==> src/rtl/decrypt_pkg.sv <==
// decrypt_pkg: shared widths, requester ids and tag type for the decrypt scheduler
package decrypt_pkg;
    localparam int DATA_W          = 65;
    localparam int KEY_W           = 64;
    localparam int ENG_LATENCY_DEF = 2;

    typedef enum logic {REQ_A = 1'b0, REQ_B = 1'b1} req_id_t;

    typedef struct packed {
        logic    v;
        req_id_t id;
    } tag_t;
endpackage

==> src/rtl/sched_fifo.sv <==
// sched_fifo: first-word-fall-through result FIFO with occupancy count
module sched_fifo
    import decrypt_pkg::*;
#(
    parameter int DEPTH = 4,
    localparam int AW = $clog2(DEPTH),
    localparam int CW = AW + 1
) (
    input  logic              clk,
    input  logic              reset_n,
    input  logic              push,
    input  logic [DATA_W-1:0] wdata,
    input  logic              pop,
    output logic [DATA_W-1:0] rdata,
    output logic              empty,
    output logic [CW-1:0]     count
);
    logic [DATA_W-1:0] mem [DEPTH];
    logic [AW-1:0]     wp, rp;
    logic              wr, rd;

    assign empty = count == '0;
    assign rd    = pop && !empty;
    assign wr    = push && (count != CW'(DEPTH) || rd);
    assign rdata = mem[rp];

    always_ff @(posedge clk)
        if (wr) mem[wp] <= wdata;

    always_ff @(posedge clk) begin
        if (!reset_n) begin
            wp    <= '0;
            rp    <= '0;
            count <= '0;
        end else begin
            wp    <= wp + AW'(wr);
            rp    <= rp + AW'(rd);
            count <= count + CW'(wr) - CW'(rd);
        end
    end
endmodule

==> src/rtl/decrypt_sched.sv <==
// decrypt_sched: credit-based round-robin scheduler of two requesters onto one decrypt engine.
// ENG_LATENCY counts cycles from grant to engine result; DECRYPT_SCHED_STATS_EN adds grant counters.
module decrypt_sched
    import decrypt_pkg::*;
#(
    parameter int ENG_LATENCY = ENG_LATENCY_DEF,
    parameter int FIFO_DEPTH  = 4
) (
    input  logic              clk,
    input  logic              reset_n,
    input  logic              a_req_valid,
    output logic              a_req_ready,
    input  logic [DATA_W-1:0] a_req_data,
    input  logic [KEY_W-1:0]  a_req_key,
    output logic              a_rsp_valid,
    input  logic              a_rsp_ready,
    output logic [DATA_W-1:0] a_rsp_data,
    input  logic              b_req_valid,
    output logic              b_req_ready,
    input  logic [DATA_W-1:0] b_req_data,
    input  logic [KEY_W-1:0]  b_req_key,
    output logic              b_rsp_valid,
    input  logic              b_rsp_ready,
    output logic [DATA_W-1:0] b_rsp_data,
    output logic              eng_compute_resq,
    output logic [DATA_W-1:0] eng_encrypt_data,
    output logic [KEY_W-1:0]  eng_key,
    input  logic [DATA_W-1:0] eng_clr_data,
    input  logic              eng_clr_data_valid,
`ifdef DECRYPT_SCHED_STATS_EN
    output logic [15:0]       a_grant_cnt,
    output logic [15:0]       b_grant_cnt,
`endif
    output logic              seq_err
);
    localparam int CW = $clog2(FIFO_DEPTH) + 1;
    localparam int DW = $clog2(ENG_LATENCY + 1);

    logic [1:0]           req_v, rsp_rdy, elig, gnt, push, retire, empty;
    logic [1:0][CW-1:0]   occ, infl;
    tag_t                 tag [ENG_LATENCY];
    logic                 prio_b, issue_q, tag_v, drain_on, beat;
    req_id_t              tag_id;
    logic [DW-1:0]        drain;
    logic [DATA_W-1:0]    data_q;
    logic [KEY_W-1:0]     key_q;

    assign req_v    = {b_req_valid, a_req_valid};
    assign rsp_rdy  = {b_rsp_ready, a_rsp_ready};
    assign tag_v    = tag[ENG_LATENCY-1].v;
    assign tag_id   = tag[ENG_LATENCY-1].id;
    assign drain_on = drain != '0;
    assign beat     = !drain_on && tag_v && eng_clr_data_valid;

    // Credit counts results already queued plus those still inside the engine
    for (genvar i = 0; i < 2; i++) begin : g_req
        assign elig[i]   = req_v[i] && (CW+1)'(occ[i]) + (CW+1)'(infl[i]) < (CW+1)'(FIFO_DEPTH);
        assign push[i]   = beat && tag_id == (i == 1 ? REQ_B : REQ_A);
        assign retire[i] = tag_v && tag_id == (i == 1 ? REQ_B : REQ_A);
    end

    assign gnt[0] = reset_n && elig[0] && (!elig[1] || !prio_b);
    assign gnt[1] = reset_n && elig[1] && !gnt[0];

    assign a_req_ready      = gnt[0];
    assign b_req_ready      = gnt[1];
    assign a_rsp_valid      = reset_n && !empty[0];
    assign b_rsp_valid      = reset_n && !empty[1];
    assign eng_compute_resq = reset_n && issue_q;
    assign eng_encrypt_data = reset_n ? data_q : '0;
    assign eng_key          = reset_n ? key_q : '0;

    always_ff @(posedge clk) begin
        if (!reset_n) begin
            prio_b  <= 1'b0;
            issue_q <= 1'b0;
            data_q  <= '0;
            key_q   <= '0;
            infl    <= '0;
            tag     <= '{default: '0};
            drain   <= DW'(ENG_LATENCY);
            seq_err <= 1'b0;
        end else begin
            if (|gnt) prio_b <= gnt[0];
            issue_q <= |gnt;
            data_q  <= gnt[0] ? a_req_data : gnt[1] ? b_req_data : '0;
            key_q   <= gnt[0] ? a_req_key : gnt[1] ? b_req_key : '0;
            for (int k = 0; k < 2; k++) infl[k] <= infl[k] + CW'(gnt[k]) - CW'(retire[k]);
            tag[0]  <= '{v: |gnt, id: gnt[1] ? REQ_B : REQ_A};
            for (int k = 1; k < ENG_LATENCY; k++) tag[k] <= tag[k-1];
            if (drain_on) drain <= drain - 1'b1;
            if (!drain_on && tag_v != eng_clr_data_valid) seq_err <= 1'b1;
        end
    end

`ifdef DECRYPT_SCHED_STATS_EN
    always_ff @(posedge clk) begin
        if (!reset_n) begin
            a_grant_cnt <= '0;
            b_grant_cnt <= '0;
        end else begin
            if (gnt[0] && a_grant_cnt != '1) a_grant_cnt <= a_grant_cnt + 1'b1;
            if (gnt[1] && b_grant_cnt != '1) b_grant_cnt <= b_grant_cnt + 1'b1;
        end
    end
`endif

    sched_fifo #(.DEPTH(FIFO_DEPTH)) u_fifo_a (
        .clk(clk), .reset_n(reset_n), .push(push[0]), .wdata(eng_clr_data),
        .pop(a_rsp_valid && rsp_rdy[0]), .rdata(a_rsp_data), .empty(empty[0]), .count(occ[0])
    );

    sched_fifo #(.DEPTH(FIFO_DEPTH)) u_fifo_b (
        .clk(clk), .reset_n(reset_n), .push(push[1]), .wdata(eng_clr_data),
        .pop(b_rsp_valid && rsp_rdy[1]), .rdata(b_rsp_data), .empty(empty[1]), .count(occ[1])
    );
endmodule

==> config.mk <==
export PLATFORM = sky130hd
export DESIGN_NAME = decrypt_sched
export DESIGN_NICKNAME = d
export VERILOG_FILES = /design/src/rtl/decrypt_pkg.sv /design/src/rtl/sched_fifo.sv /design/src/rtl/decrypt_sched.sv
export SDC_FILE = /design/constraint.sdc
export NUM_CORES = 1
export LEC_CHECK = 0
export CORE_ASPECT_RATIO = 0.6
export CORE_MARGIN = 2
export CORE_UTILIZATION = 30
export DETAILED_ROUTE_END_ITERATION = 16
export SYNTH_ARGS = -nofsm -noshare
export SYNTH_HDL_FRONTEND = slang
export SYNTH_SLANG_ARGS = --single-unit
export TNS_END_PERCENT = 100
==> constraint.sdc <==
create_clock -name clk -period 17.4 [get_ports clk]
set_input_delay 3.48 -clock clk [delete_from_list [all_inputs] [get_ports clk]]
set_output_delay 3.48 -clock clk [all_outputs]
set_load 0.02 [all_outputs]
==> impl_metrics.ini, run 1 <==
[status]
status = finished, final reports clean

[layout]
area_growth_pct = 37.7
fill_cells = 7248
postLayoutCellArea_um2 = 34200
drive_gt1_share_pct = 13.8
nNetsFinal = 2219
final_util_pct = 41.8

[floorplan]
boundaryPins = 595
core_um2 = 81800
std_cell_rows = 81
initial_core_util_pct = 30.4
die_width_um = 376
die_area_um2 = 85200
die_h_um = 227

[route]
drc = 0
ant_nets = 0
drtIter0Drc = 1046
first_pass_iters = 5
wl_per_cell_um = 26.3
num_vias = 14206
wl_um = 79200
vias_per_cell = 4.71

[timing]
finalSetupViolCount = 0
drv_slew = 0
grt_setup_unrepaired = no
finalHoldViolCount = 0
fmax_mhz = 105
setup_tns_ps = 0
min_period_ps = 9530
skew_ps = 16.4
worst_pin_slew_ps = 1070
relSlewSlack_pct = 28.7
finalCritPeriodShare_pct = 54.8

[yosys]
synth_nets = 1606
synth-async-reset-ratio_pct = 0
synth_top_area_share_pct = 62.8
yosysMostFrequentCell = edfxtp_1
synthTopCellsByCount = edfxtp_1, dfxtp_1, and2_1, mux4_2, a22o_1
yosys_most_used_dff = edfxtp_1
synth.avg_cell_area_um2 = 19.8
postSynthCellCount = 1256
yosysTopAreaCell = edfxtp_1
ys_top_cells_by_area = edfxtp_1, dfxtp_1, mux4_2
ys_seq_area_share_pct = 75.5
yosysUniqueCellTypes = 34
syn_area_um2 = 24900
yosys_warnings = 0
synth-seq-cells = 677
synth_edf_count = 520

[setup_path]
critical_path_required_ps = 13920
end_kind = primary output
cp-start-kind = input pin
cp_max_fo = 83
crit_chain = buf_4 > nand3b_1 > nor4_1 > nor2_4 > buf_4 > clkdlybuf4s50_1
cp.arrival_ps = 6050
cp_slowest_cell = nor4_1
path_class = in -> out
cp_slowest_stage_delay_ps = 760
crit_path_frequent_cell = buf_4

[clock_network]
tritoncts = built
cts_buffers = 68
path_clk_slew_ps = 60
ctsHoldBuffers = 0
clock-sinks = 677
cts_root_buffer = clkbuf_16
post-cts-setup-buffers = 0
clk_latency_ps = 600
clockBufferDepth = 3
cts_resized = 0
htreeDepth = 3

[power_and_ir_drop]
power.density_nw_per_um2 = 120
p_leak_nw = 11.4
irDropWorstVdd_v = 0.0000667
total_power_mw = 4.11

[global_routing]
grt_use_total_pct = 17.9
grt_max_degree = 88
grt_pass1_vias = 14306
antenna_found_initial = 10
grt_pass1_wl_um = 107000
grt_overflow = 0

[job]
maxCapViolations = 0

[place]
post-dp-hpwl_um = 54800
gp_congestion = 0.884
portBuffers = 594
placed_area_um2 = 32100

[worst_hold_path]
hold_path.class = reg -> reg
per-layer routing:
layer | wire length [um] | global-route usage (%) | vias to the layer above
li1 | - | - | 6233
met2 | 35200 | 25.5 | 424
met3 | 5680 | 5.59 | 87
met5 | 44 | 0 | -
met1 | 36900 | 26.5 | 7454
met4 | 1310 | 4.05 | 8
power breakdown:
part           leakage (nW)  switching (mW)  total [mW]  internal (mW)
clock                  1.04           0.613        1.41          0.796
sequential             5.97           0.121        1.96           1.84
combinational          4.36           0.355       0.738          0.383
total                  11.4            1.09        4.11           3.02
sequential cells by signal, summed over array words and instances (netlist names), 2 cells and up:
name            flops
data_q             65
drain               2
infl                6
key_q              64
u_fifo_a.count      3
u_fifo_a.mem      260
u_fifo_a.rp         2
u_fifo_a.wp         2
u_fifo_b.count      3
u_fifo_b.mem      260
u_fifo_b.rp         2
u_fifo_b.wp         2
final timing paths:
check                                       start           to  slack, ps  depth (start not counted)
worst max-delay path                      reset_n  b_req_ready       7870                          6
worst min-delay path                       tag[2]       tag_id        460                          1
worst max register to register  u_fifo_b.count[1]      infl[2]      14030                         10
worst min register to register             tag[2]       tag_id        460                          1
worst max-delay path, delay by kind of cell:
| family | cells | cell delay (ps) |
|---|---|---|
| buffers and inverters | 3 | 1440 |
| and+or+nand+nor | 3 | 1060 |
cells by family (layout without fill, tap and decap cells):
family	Yosys count	after routing	share of synthesized area (%)
flip-flops	677	677	75.5
AND/OR/NAND/NOR	187	187	4.62
AO/OA/AOI/OAI	138	138	4.88
multiplexers	132	132	11.9
buffers and inverters	88	754	1.53
adder cells (fa/ha/maj)	20	20	1.13
XOR/XNOR	14	14	0.493
other	0	13	0
cells in the final DEF, fill, tap and decap left out, drive strengths merged:
cell,Yosys,routed
and3,3,3
a2111oi,1,1
nand4,1,1
xor2,6,6
ha,16,16
nor2b,6,6
clkinv,0,26
clkbuf,37,88
mux2,2,2
nand3b,1,1
o2bb2ai,1,1
clkinvlp,0,1
o31a,2,2
or2,1,1
nor2,5,5
nand2,5,5
clkdlybuf4s50,0,593
nor3b,2,2
diode,0,13
nand2b,2,2
a22o,128,128
buf,37,24
a211oi,3,3
mux4,130,130
edfxtp,520,520
bufinv,0,3
a21oi,3,3
nand3,4,4
and2,154,154
dfxtp,157,157
nor4b,1,1
xnor2,8,8
inv,14,19
fa,4,4
and3b,1,1
nor4,1,1
stage by stage:
stage	setup slack [ps]	hold slack, ps	cells
6_report	7870	460	3014
5_1_grt	7670	470	3003
4_1_cts	7820	462	3001
3_5_place_dp	7830	436	2878
3_3_place_gp	7860	427	2878
2_1_floorplan	7780	412	1256
area by class of cell:
| cell class | instances | area (um^2) | share of cell area (%) |
|---|---|---|---|
| clock inverter | 35 | 278 | 0.812 |
| timing repair buffer | 617 | 6120 | 17.9 |
| sequential | 677 | 18800 | 54.9 |
| multi-input combinational | 491 | 5770 | 16.9 |
| clock buffer | 88 | 1840 | 5.38 |
| antenna | 13 | 32.5 | 0.0951 |
| inverter | 14 | 52.6 | 0.154 |
| tap | 1079 | 1350 | 3.95 |
No activity file was read; power rests on OpenSTA's default activity.
==> inputs of run 2 (changes only) <==
- clock period: 17.4 -> 9.9 ns (I/O delays scaled with it)
==> run 2 against run 1 <==
Against the previous run: routed wire length decreased by 0.16%; die area is the same; largest power group unchanged; combinational power rose by 76%; highest routed layer unchanged; largest cell class unchanged; sequential cell count stayed put.
==> impl_metrics.ini, run 2 (synthesis results as in run 1) <==
[status]
status = finished, final reports clean

[clock_network]
clk_latency_ps = 630
path_clk_slew_ps = 60
cts_resized = 0
post-cts-setup-buffers = 0
tritoncts = built
clockBufferDepth = 3
cts_buffers = 68
ctsHoldBuffers = 0
cts_root_buffer = clkbuf_16
clock-sinks = 677
htreeDepth = 3

[layout]
top_regs = u_fifo_a.mem x260, u_fifo_b.mem x260, data_q x65
drive_gt1_share_pct = 13.9
area_growth_pct = 38.2
final_cell_mix = clkdlybuf4s50_1, edfxtp_1, and2_1
nNetsFinal = 2219
final_common_cell = clkdlybuf4s50_1

[route]
num_vias = 14065
ant_nets = 0
wl_per_cell_um = 26.3
wl_um = 79000
vias_per_cell = 4.67
drtIter0Drc = 879
drc = 0
first_pass_iters = 7

[setup_path]
critical_path_required_ps = 7920
cp-start-kind = input pin
path_class = in -> out
r2r_start = u_fifo_b.count[1]
cp-startpoint = reset_n
cp_max_fo = 106
end_kind = primary output
cp.arrival_ps = 4750

[worst_hold_path]
min_from = tag[2]
hold_path.class = reg -> reg

[power_and_ir_drop]
power.density_nw_per_um2 = 214
p_leak_nw = 11.4
irDropWorstVdd_v = 0.000109
total_power_mw = 7.37

[place]
portBuffers = 594
post-dp-hpwl_um = 54500
pre_cts_ws_ps = 3200
gp_congestion = 0.882

[floorplan]
boundaryPins = 595
std_cell_rows = 81
core_um2 = 81800
die_area_um2 = 85200
initial_core_util_pct = 30.4
die_h_um = 227
die_width_um = 376

[global_routing]
grt_overflow = 0
grt_pass1_vias = 14163
use_met2_pct = 25.6
grt_use_total_pct = 17.9
antenna_found_initial = 12
grt_max_degree = 107
grt_pass1_wl_um = 107000
use_met3_pct = 6.35
gr-usage-met1_pct = 25.9
gr-max-usage-layer = met1

[timing]
worst_pin_slew_ps = 991
min_period_ps = 6730
finalHoldViolCount = 0
finalCritPeriodShare_pct = 67.9
grt_setup_unrepaired = no
setup_tns_ps = 0
worst_slack_ps = 3170
finalSetupViolCount = 0
fmax_mhz = 149
relSlewSlack_pct = 33.9
drv_slew = 0
skew_ps = 28.9

[job]
maxCapViolations = 0
run 2: area by class of cell:
type	count	area, um^2
fillers	7222	47400
flip-flops and latches	677	18800
repair buffers	617	6120
diodes	8	20.0
clock buffers	89	1850
inverters	14	52.6
clock inverters	34	422
well taps	1079	1350
multi-input cells	491	5770
run 2: metal layers:
layer  vias to the layer above  share of wire (%)
met2                       331                 45
met3                        90                6.4
li1                       6229                  -
met1                      7405                 47
met4                        10                1.7
met5                         -              0.080
run 2: final timing paths:
| path | to | slack (ps) | cells after the start |
|---|---|---|---|
| setup / recovery | b_req_ready | 3170 | 6 |
| hold / removal | tag_id | 460 | 1 |
| setup reg to reg | infl[0] | 6500 | 7 |
| hold reg to reg | tag_id | 460 | 1 |
run 2: worst max-delay path, stage by stage:
cell and delay (ps):
buf_4 690, nand3b_1 260, nor4_1 730, nor2_4 60
buf_4 320, clkdlybuf4s50_1 630
run 2: report_power, final:
group | switching, mW | internal (mW) | leakage [nW]
Clock | 1.11 | 1.51 | 1.10
Sequential | 0.208 | 3.23 | 5.97
Combinational | 0.626 | 0.672 | 4.36
run 2: metrics by stage:
stage / area, um^2 / hold WS (ps) / util, % / std cells
global route: 34300 / 471 / 42.0 / 3005
global placement: 32100 / 435 / 39.2 / 2878
CTS: 34300 / 463 / 42.0 / 3001
finish: 34300 / 462 / 42.0 / 3009
detailed placement: 32100 / 427 / 39.2 / 2878
floorplan: 24900 / 412 / - / 1256
